$ cat src/rtl/serial_ripple_adder_pkg.sv
`timescale 1ns/1ps
`default_nettype none
// ============================================================================
//  Module      : serial_ripple_adder_pkg
//  Description : Shared types and sizing helpers for the serial ripple adder.
//  Revision    : 1.0 - initial release
// ============================================================================
package serial_ripple_adder_pkg;

    // Controller states, fixed 2-bit encoding
    typedef enum logic [1:0] {
        IDLE = 2'd0,
        RUN  = 2'd1,
        DONE = 2'd2
    } state_t;

    // Number of RUN cycles needed to consume a full operand
    function automatic int calc_steps(input int width, input int bpc);
        return (bpc > 0) ? (width / bpc) : 1;
    endfunction

    // Step counter width; never narrower than one bit
    function automatic int calc_cnt_width(input int steps);
        return (steps < 2) ? 1 : $clog2(steps);
    endfunction

endpackage : serial_ripple_adder_pkg
`default_nettype wire

$ cat src/rtl/serial_ripple_adder_fa_cell.sv
`timescale 1ns/1ps
`default_nettype none
// ============================================================================
//  Module      : fa_cell
//  Description : Combinational one-bit full adder, the unit of the carry chain.
//  Revision    : 1.0 - initial release
// ============================================================================
module fa_cell (
    input  logic a,
    input  logic b,
    input  logic ci,
    output logic s,
    output logic co
);

    logic w_p;

    // Propagate term shared by sum and carry
    assign w_p = a ^ b;
    assign s   = w_p ^ ci;
    assign co  = (a & b) | (ci & w_p);

endmodule : fa_cell
`default_nettype wire

$ cat src/rtl/serial_ripple_adder.sv
`timescale 1ns/1ps
`default_nettype none
// ============================================================================
//  Module      : serial_ripple_adder
//  Description : Multi-cycle adder, BITS_PER_CYCLE bits per clock, LSB first,
//                valid/ready on both sides, reports carry-out and overflow.
//  Revision    : 1.0 - initial release
// ============================================================================
module serial_ripple_adder
    import serial_ripple_adder_pkg::*;
#(
    parameter int WIDTH          = 8,
    parameter int BITS_PER_CYCLE = 1
) (
    input  logic             clk,
    input  logic             rst_n,
    input  logic             in_valid,
    output logic             in_ready,
    input  logic [WIDTH-1:0] a,
    input  logic [WIDTH-1:0] b,
    input  logic             cin,
    output logic             out_valid,
    input  logic             out_ready,
    output logic [WIDTH-1:0] sum,
    output logic             cout,
    output logic             overflow
);

    localparam int c_steps = calc_steps(WIDTH, BITS_PER_CYCLE);
    localparam int c_cnt_w = calc_cnt_width(c_steps);
    localparam int c_acc_w = WIDTH - BITS_PER_CYCLE;

    // Reject illegal parameter combinations at elaboration
    if (WIDTH < 2) begin : g_chk_width
        $error("serial_ripple_adder: WIDTH must be at least 2");
    end
    if ((BITS_PER_CYCLE < 1) || (WIDTH % BITS_PER_CYCLE != 0)) begin : g_chk_bpc
        $error("serial_ripple_adder: WIDTH must be a multiple of BITS_PER_CYCLE");
    end

    state_t                  r_state;
    state_t                  w_state_next;
    logic [c_cnt_w-1:0]      r_cnt;
    logic [WIDTH-1:0]        r_a;
    logic [WIDTH-1:0]        r_b;
    logic                    r_carry;
    logic [WIDTH-1:0]        r_sum;
    logic                    r_cout;
    logic                    r_ovf;

    logic                    w_last_step;
    logic [BITS_PER_CYCLE:0] w_c;
    logic [BITS_PER_CYCLE-1:0] w_s;
    logic [WIDTH-1:0]        w_sum_full;

    assign w_last_step = (r_cnt == c_cnt_w'(c_steps - 1));

    // Per-cycle carry chain seeded from the registered carry
    assign w_c[0] = r_carry;
    for (genvar gi = 0; gi < BITS_PER_CYCLE; gi++) begin : g_chain
        fa_cell u_fa (
            .a  (r_a[gi]),
            .b  (r_b[gi]),
            .ci (w_c[gi]),
            .s  (w_s[gi]),
            .co (w_c[gi+1])
        );
    end

    // Partial-sum accumulator: result bits enter from the MSB side. When a
    // single cycle covers the whole operand there is nothing to accumulate.
    if (c_acc_w == 0) begin : g_no_acc
        assign w_sum_full = w_s;
    end else begin : g_acc
        logic [c_acc_w-1:0] r_acc;

        assign w_sum_full = {w_s, r_acc};

        // Shift each cycle's result bits down toward the LSB
        always_ff @(posedge clk) begin
            if (!rst_n) begin
                r_acc <= '0;
            end else if (r_state == RUN) begin
                r_acc <= w_sum_full[WIDTH-1:BITS_PER_CYCLE];
            end
        end
    end

    // State register
    always_ff @(posedge clk) begin
        if (!rst_n) begin
            r_state <= IDLE;
        end else begin
            r_state <= w_state_next;
        end
    end

    // Next-state logic and handshake outputs
    always_comb begin
        w_state_next = r_state;
        in_ready     = 1'b0;
        out_valid    = 1'b0;
        case (r_state)
            IDLE: begin
                in_ready = rst_n;
                if (in_valid) begin
                    w_state_next = RUN;
                end
            end
            RUN: begin
                if (w_last_step) begin
                    w_state_next = DONE;
                end
            end
            DONE: begin
                out_valid = 1'b1;
                if (out_ready) begin
                    w_state_next = IDLE;
                end
            end
            default: begin
                w_state_next = IDLE;
            end
        endcase
    end

    // Operand capture, per-step shifting and result registration
    always_ff @(posedge clk) begin
        if (!rst_n) begin
            r_cnt   <= '0;
            r_a     <= '0;
            r_b     <= '0;
            r_carry <= 1'b0;
            r_sum   <= '0;
            r_cout  <= 1'b0;
            r_ovf   <= 1'b0;
        end else begin
            case (r_state)
                IDLE: begin
                    if (in_valid) begin
                        r_a     <= a;
                        r_b     <= b;
                        r_carry <= cin;
                        r_cnt   <= '0;
                    end
                end
                RUN: begin
                    r_a     <= r_a >> BITS_PER_CYCLE;
                    r_b     <= r_b >> BITS_PER_CYCLE;
                    r_carry <= w_c[BITS_PER_CYCLE];
                    if (w_last_step) begin
                        // Top cell of this step is the operand MSB
                        r_sum  <= w_sum_full;
                        r_cout <= w_c[BITS_PER_CYCLE];
                        r_ovf  <= w_c[BITS_PER_CYCLE] ^ w_c[BITS_PER_CYCLE-1];
                    end else begin
                        r_cnt <= r_cnt + c_cnt_w'(1);
                    end
                end
                default: begin
                end
            endcase
        end
    end

    assign sum      = r_sum;
    assign cout     = r_cout;
    assign overflow = r_ovf;

endmodule : serial_ripple_adder
`default_nettype wire

$ cat config.mk
export PLATFORM = sky130hd
export DESIGN_NAME = serial_ripple_adder
export DESIGN_NICKNAME = d
export VERILOG_FILES = /design/src/rtl/serial_ripple_adder_pkg.sv /design/src/rtl/serial_ripple_adder_fa_cell.sv /design/src/rtl/serial_ripple_adder.sv
export SDC_FILE = /design/constraint.sdc
export NUM_CORES = 1
export LEC_CHECK = 0
export CORE_MARGIN = 3
export CORE_UTILIZATION = 42
export CTS_BUF_LIST = sky130_fd_sc_hd__clkbuf_16
export DETAILED_ROUTE_END_ITERATION = 7
export HOLD_SLACK_MARGIN = 0.05
export PLACE_DENSITY = 0.76
export SLEW_MARGIN = 40
export SYNTH_ARGS = -nofsm -noshare
export SYNTH_HDL_FRONTEND = slang
export SYNTH_HIERARCHICAL = 1
export SYNTH_SLANG_ARGS = --single-unit
$ cat constraint.sdc
create_clock -name clk -period 1.6 [get_ports clk]
set_clock_uncertainty 0.1 [all_clocks]
set_input_delay 0.24 -clock clk [delete_from_list [all_inputs] [get_ports clk]]
set_output_delay 0.24 -clock clk [all_outputs]
set_load 0.01 [all_outputs]
=== Word level (Yosys, flattened, before mapping) ===
Cells that the tools add are included.

* Equality and inequality tests: 7
* Muxes and demuxes: 15
* Bitwise gates (word level): 6
* $add $sub $neg: 1
* Reductions and logical operators: 6

{| class="wikitable"
|+ Operator list
! operator !! count
|-
| case mux 8 bit (2 select lines) || 2
|-
| two-way mux 8 bit || 2
|-
| inequality test 2 bit, second input constant || 4
|-
| two-way mux 2 bit || 3
|-
| two-way mux 3 bit || 2
|-
| case mux 2 bit (3 select lines) || 1
|-
| case mux 3 bit (2 select lines) || 1
|-
| AND reduction 3 bit || 2
|-
| AND reduction 2 bit || 2
|-
| adder 3 x 1 -> 3 bit, second input constant || 1
|-
| == test 3 bit, second input constant || 1
|-
| two-way mux 1 bit || 3
|-
| bitwise XOR 1 bit || 3
|-
| bitwise AND 1 bit || 2
|-
| == test 2 x 1 -> 1 bit, second input constant || 1
|-
| == test 2 bit, second input constant || 1
|-
| zero test 2 bit || 1
|-
| case mux 1 bit (2 select lines) || 1
|-
| nonzero test 2 bit || 1
|-
| bitwise OR 1 bit || 1
|}

* Logic and storage cells: 44
* Output and inout port bits: 12
* Flip-flop bits (word level): 39
* Input bits: 21

=== Longest topological paths before layout ===
Gate-level depths: netlist of the first run.

* Word-level depth: 4
* Depth in mapped cells: 7
* Mapped depth without buffers: 5

=== By module ===
The synthesis of the first run kept the hierarchy.

{| class="wikitable"
|+ Modules (own cells, without submodules)
! module !! area each (um^2) !! cells an instance !! seq. area each (um^2) !! times used
|-
| serial_ripple_adder || 1,625.3 || 182 || 780.7 || 1
|-
| fa_cell || 20.0 || 1 || 0.0 || 1
|}

=== Worst setup path before layout of the first run ===
Ideal clock, no wire load.

* Path kind: register to register
* Start: reg r_cnt[0]
* End: reg r_ovf (netlist: overflow)
* Slack: 95 ps
* Period minus slack after synthesis: 1,505 ps
* Required time: 1,414 ps
* Cell stages (with the launch flop): 7
* Data arrival time: 1,320 ps
* Path buffers: 2
* Library setup time: 86 ps
* Cell sequence: dfxtp_1 -> ha_1 -> ha_1 -> buf_2 -> and3b_1 -> buf_2 -> a211oi_1

* Word-level cells in the longest chain between the ends: 2

{| class="wikitable"
|+ Ends and longest elaborated chain
! what !! line !! text
|-
| start, declared || serial_ripple_adder.sv:43 || <nowiki>logic [c_cnt_w-1:0] r_cnt;</nowiki>
|-
| start signal, assigned || serial_ripple_adder.sv:157 || <nowiki>r_cnt <= r_cnt + c_cnt_w'(1);</nowiki>
|-
| == test 3 bit || serial_ripple_adder.sv:56 || <nowiki>assign w_last_step = (r_cnt == c_cnt_w'(c_steps - 1));</nowiki>
|-
| AND reduction 2 bit (no source line) || - ||
|-
| end signal, assigned || serial_ripple_adder.sv:155 || <nowiki>r_ovf <= w_c[BITS_PER_CYCLE] ^ w_c[BITS_PER_CYCLE-1];</nowiki>
|-
| end, declared || serial_ripple_adder.sv:49 || <nowiki>logic r_ovf;</nowiki>
|}

No other way between the ends.
A chain may end at the register's enable or synchronous reset.

=== Worst setup path after layout of the first run ===
* Start: in rst_n
* End: out in_ready

* Word-level cells in the longest chain between the ends: 1

{| class="wikitable"
|+ Ends and longest elaborated chain
! what !! line !! text
|-
| start, declared || serial_ripple_adder.sv:16 || <nowiki>input logic rst_n,</nowiki>
|-
| two-way mux 1 bit || serial_ripple_adder.sv:103 || <nowiki>case (r_state)</nowiki>
|-
| end, declared || serial_ripple_adder.sv:18 || <nowiki>output logic in_ready,</nowiki>
|}

No other way between the ends.

==> reports/qor.csv, run 1 <==
metric,value,unit
most used cells in the layout excluding fill and tap cells,"dfxtp_1, nand2_1, clkdlybuf4s50_1",
data required time of the worst path,1260,ps
run status,completed,
detail-routed net length per standard cell,11.67,um
maximum number of pins on one net before global-route repair,40,
leftover overflow at the end of global routing,0,
initial antenna violation count,0,
Min-Delay Startpoint,g_acc.r_acc[0],
relative slew slack,0.7401,
number of synthesized register bits,39,
category of the most critical setup path,input pin to output port,
crit share post-route,0.9521,
number of antenna-violating nets in the routed design,0,
launch instance of the worst register-to-register path,r_cnt[0],
routability congestion estimate from global placement,0.7354,
VDD IR-drop max,0.7508,mV
count of H-tree levels built during CTS,2,
Cells after DPL,261,
total number of nets in the final design,245,
post-synthesis sequential area ratio,0.4745,
Core Region,3716,um^2
syn avg cell area,8.991,um^2
total number of clock tree sinks,39,
Detailed Routing Iterations Pass 1,4,
startpoint of the most critical setup path,rst_n,
Cells after Synth,183,
effective utilization at floorplan,0.4428,
first-pass GRT wire length,5.361,mm
maximum clock frequency,656.4,MHz
Ant. Diodes,0,
leakage power total,0.8400,nW
RSZ-0062 raised after global routing,true,
Final Critical Period,1523,ps
Final setup viols,0,
max cap viols,0,
Die Height,68.59,um
crit path max fanout,2,
die span in x,68.59,um
Clock Pin Slew Worst Setup and Hold Paths,50,ps
Port Buffer Count,32,
synth unique cells,26,
Routed WL,3.150,mm
ratio of cells with drive above 1 in the final layout,0.1036,
Max Buffers Root-to-Sink,2,
"Core Util, Final",0.5939,
vias in the first global route,1217,
type of the worst min-delay path,register to register,
kind of end point of the critical path,output port,
die footprint,4705,um^2
number of warning messages in the yosys log,6,
final slew viol count,0,
synthesized area,1645,um^2
root buf cell,clkbuf_16,
Synth Flop Type,dfxtp_1,
Remaining DRCs,0,
nature of the critical path startpoint,input pin,
Pwr per Cell Area,1084,nW/um^2
total design power,2.392,mW
global-route usage over all layers,0.1568,
synthesized netlist net count,207,
Non-Filler Instances,270,
number of vias per cell,4.981,
endpoint arrival time on the critical path,1180,ps
number of I/O pins,33,
setup_tns,0,ps
most frequent standard cell in the layout excluding fill and tap cells,dfxtp_1,
slew at the pin closest to its max-slew limit,389.9,ps
number of standard-cell rows in the floorplan,22,
fraction of registers with async set or reset after synthesis,0,
final hold violation count,0,
HPWL after detailed placement,2.211,mm
number of enable flip-flop cells after synthesis,0,
TritonCTS clock tree,built,
DRC marker count from the first detailed-route iteration,90,
number of fillers in the final layout,346,
layout overhead on the synthesized area,34.14,%
number of buffers created by CTS,5,
vias after detailed routing,1345,
clk_lat worst skew,280,ps
[timing repair]
action / 4_1_cts / 5_1_grt
endpoints found under the setup margin: 2 / 10
setup buffers: 0 / 1
pin swaps: 0 / 1
hold buffers: 0 / 0
gates resized for setup: 3 / 1
[power breakdown]
part	switching (mW)	internal (mW)
registers	0.0284	1.02
logic	0.108	0.128
clock network	0.376	0.734
total	0.513	1.88
[per-stage QoR]
stage	instance area, um^2	setup WS [ps]	hold WS (ps)
3_5_place_dp	2031	-223.8	346.9
4_1_cts	2198	46.42	354.3
6_report	2207	76.58	352.9
5_1_grt	2207	-13.93	366.0
3_3_place_gp	2031	-233.0	339.3
2_1_floorplan	1645	94.87	305.8
[critical path: stages]
cell and delay, ps:
clkdlybuf4s50_1 460, inv_1 60, nor3_1 130, dlygate4sd2_1 290
[state kept, by name, indices dropped and copies added, names as in the netlist]
name,count
overflow,1
r_state,2
sum,8
r_b,8
r_a,8
g_acc.r_acc,7
r_cnt,3
cout,1
r_carry,1
[synth_stat cells (all sizes together) (3+ instances only)]
| master | number | area [um^2] |
|---|---|---|
| a21oi | 18 | 90.09 |
| buf | 8 | 71.31 |
| dfxtp | 39 | 780.8 |
| nor2 | 20 | 75.07 |
| clkbuf | 5 | 18.77 |
| a31oi | 3 | 18.77 |
| nand3 | 4 | 20.02 |
| nand2 | 35 | 131.4 |
| mux2i | 16 | 160.2 |
| a211oi | 16 | 120.1 |
[per-layer routing]
layer  routed length [um]  GRT usage  share of wire
met1                 1468     0.1857           0.47
met2                 1505     0.2491           0.48
met3                  157    0.05835          0.050
met4                   19    0.07444         0.0060
met5                    0          0              0
[logic make-up after synthesis]
family | Yosys count | synth area share
AO/OA/AOI/OAI | 41 | 0.1605
AND/OR/NAND/NOR | 68 | 0.1757
multiplexers | 16 | 0.09734
XOR/XNOR | 1 | 0.005324
flip-flops | 39 | 0.4745
buffers and inverters | 15 | 0.05931
adder cells (fa/ha/maj) | 3 | 0.02737
[final cells by class]
class / count / area [um^2] / share of cell area
inverter: 2 / 7.507 / 0.003401
multi-input combinational: 129 / 768.2 / 0.3481
timing repair buffer: 44 / 420.4 / 0.1905
sequential: 39 / 782.0 / 0.3543
clock inverter: 3 / 43.79 / 0.01984
clock buffer: 5 / 125.1 / 0.05669
tap: 48 / 60.06 / 0.02721
[path summary, 6_finish.rpt]
kind	end	slack, ps	cells after the start
max	in_ready	80	4
min	sum[0]	350	2
max reg2reg	sum[7]	90	6
min reg2reg	sum[0]	350	2
Note: power is estimated with default switching activity, not from simulation.
==> run 2, diff against run 1 <==
CTS_CLUSTER_SIZE = 40   (was not set)
SETUP_SLACK_MARGIN = 0.2   (was not set)
==> run 2 against run 1 <==
Combinational power increased by 14%. Clock power about the same. Sequential cell count unchanged. Setup slack better by 150 ps. Via count up 3.4%. Die area unchanged. Highest routed layer unchanged. First-iteration DRC count rose by 18%. Wire length rose by 14%. Non-clock buffer count rose by 1. Total power increased by 1.1%. Critical endpoint is now overflow.
==> reports/qor.csv, run 2 (same netlist as run 1, synthesis figures left out) <==
metric,value,unit,change
run status,completed,,
vias after detailed routing,1391,,+3.4%
Non-Filler Instances,272,,+0.74%
final hold violation count,0,,unchanged
Max Buffers Root-to-Sink,2,,unchanged
clk_lat worst skew,280,ps,about the same
Detailed Routing Iterations Pass 1,4,,unchanged
number of I/O pins,33,,unchanged
"Core Util, Final",0.6195,,+0.02559
number of antenna-violating nets in the routed design,0,,unchanged
relative slew slack,0.7010,,-0.03907
die footprint,4705,um^2,unchanged
number of standard-cell rows in the floorplan,22,,unchanged
crit path buf inv count,0,,-3
most frequent standard cell in the layout excluding fill and tap cells,dfxtp_1,,
kind of end point of the critical path,register,,
Min-Delay Startpoint,sum[5],,
highest cell delay on the worst timing path,360,ps,-100 ps
Die Height,68.59,um,unchanged
TritonCTS clock tree,built,,
final slew viol count,0,,unchanged
most used cells in the layout excluding fill and tap cells,"dfxtp_1, nand2_1, nor2_1",,
Final Critical Period,1374,ps,-149.8 ps
data required time of the worst path,1650,ps,+390 ps
total number of nets in the final design,247,,+0.82%
crit path cell chain,"ha_4, ha_4, and3b_2, nor2_1, a211oi_2",,
maximum number of pins on one net before global-route repair,40,,unchanged
VDD IR-drop max,0.7549,mV,+0.54%
Ant. Diodes,0,,unchanged
vias in the first global route,1288,,+5.8%
launch instance of the worst register-to-register path,r_cnt[0],,
Clock Pin Slew Worst Setup and Hold Paths,60,ps,about the same
cell occurring most often along the worst timing path,ha_4,,
layout overhead on the synthesized area,39.92,%,
master of the slowest instance on the critical path,dfxtp_4,,
Remaining DRCs,0,,unchanged
crit path max fanout,7,,+5
type of the worst min-delay path,register to register,,
Routed WL,3.587,mm,+14%
global-route usage over all layers,0.1582,,+0.001394
number of vias per cell,5.114,,+2.7%
startpoint of the most critical setup path,r_cnt[0],,
number of buffers created by CTS,5,,unchanged
detail-routed net length per standard cell,13.19,um,+13%
initial antenna violation count,0,,unchanged
Cells after DPL,259,,-0.77%
crit share post-route,0.8585,,-0.09362
Core Region,3716,um^2,unchanged
leakage power total,0.9182,nW,+9.3%
RSZ-0062 raised after global routing,true,,
die span in x,68.59,um,unchanged
Port Buffer Count,32,,unchanged
nature of the critical path startpoint,register,,
leftover overflow at the end of global routing,0,,unchanged
HPWL after detailed placement,2.224,mm,+0.60%
root buf cell,clkbuf_16,,
routability congestion estimate from global placement,0.8073,,+9.8%
total number of clock tree sinks,39,,unchanged
count of H-tree levels built during CTS,2,,unchanged
endpoint arrival time on the critical path,1430,ps,+250 ps
cell type group with the largest total delay on the critical path,simple AND/OR/NAND/NOR gates,,
DRC marker count from the first detailed-route iteration,106,,+18%
ratio of cells with drive above 1 in the final layout,0.1696,,+0.06604
maximum clock frequency,728.0,MHz,+11%
effective utilization at floorplan,0.4428,,unchanged
Pwr per Cell Area,1051,nW/um^2,-3.1%
slew at the pin closest to its max-slew limit,448.5,ps,+58.60 ps
total design power,2.419,mW,+1.1%
Final setup viols,0,,unchanged
number of buffers added to fix hold violations after cts,0,,unchanged
max cap viols,0,,unchanged
category of the most critical setup path,register to register,,
first-pass GRT wire length,5.540,mm,+3.3%
## run 2: cell types whose count changed in the layout (fill, tap and decap cells not counted), moves of 3 or more
cell,previous run,this run
buf_6,0,3
buf_4,11,8
dlygate4sd2_1,2,10
clkdlybuf4s50_1,30,19
a211oi_1,16,12
a211oi_2,0,4
## run 2: area by class of cell
type,count,area (um^2)
fillers,328,1414
multi-input cells,130,844.6
flip-flops and latches,39,787.0
repair buffers,45,439.2
clock buffers,5,125.1
well taps,48,60.06
clock inverters,3,38.79
inverters,2,7.507
## run 2: worst paths after layout
kind | to | slack, ps | cells past startpoint
hold reg to reg | sum[5] | 350 | 2
hold / removal | sum[5] | 350 | 2
setup reg to reg | overflow | 230 | 5
setup / recovery | overflow | 230 | 5
## run 2: tightest hold or removal path, stage by stage (launching register included)
cell,delay [ps]
dfxtp_1,300
nand2_1,50
a21oi_1,50
## run 2: per-stage QoR
stage	area [um^2]	worst slack (ps)	hold WS, ps	TNS, ps
6_report	2302	226.4	350.2	0
5_1_grt	2302	144.8	374.2	0
4_1_cts	2220	90.91	351.9	0
3_5_place_dp	2047	-207.4	346.4	-207.4
3_3_place_gp	2047	-211.8	341.3	-211.8
2_1_floorplan	1689	207.0	305.8	0
## run 2: routing by layer
| metal | share of wire | GRT usage | wire length, um |
|---|---|---|---|
| met4 | 0.015 | 0.06452 | 55 |
| met1 | 0.47 | 0.1870 | 1690 |
| met5 | 0 | 0 | 0 |
| met2 | 0.47 | 0.2515 | 1669 |
| met3 | 0.048 | 0.06645 | 172 |
## run 2: power by group
part           internal, mW  leakage [nW]  switching, mW  total [mW]
clock                 0.726        0.0812          0.376        1.10
combinational         0.145         0.517          0.123       0.269
sequential             1.02         0.320         0.0300        1.05
## run 2: timing repair
| action | CTS | global route |
|---|---|---|
| endpoints found under the hold margin | 0 | 0 |
| setup endpoints to repair | 35 | 29 |
| pin swaps | 0 | 2 |
| cloned | 1 | 1 |
| setup buffers | 1 | 2 |
| resized for setup | 18 | 18 |
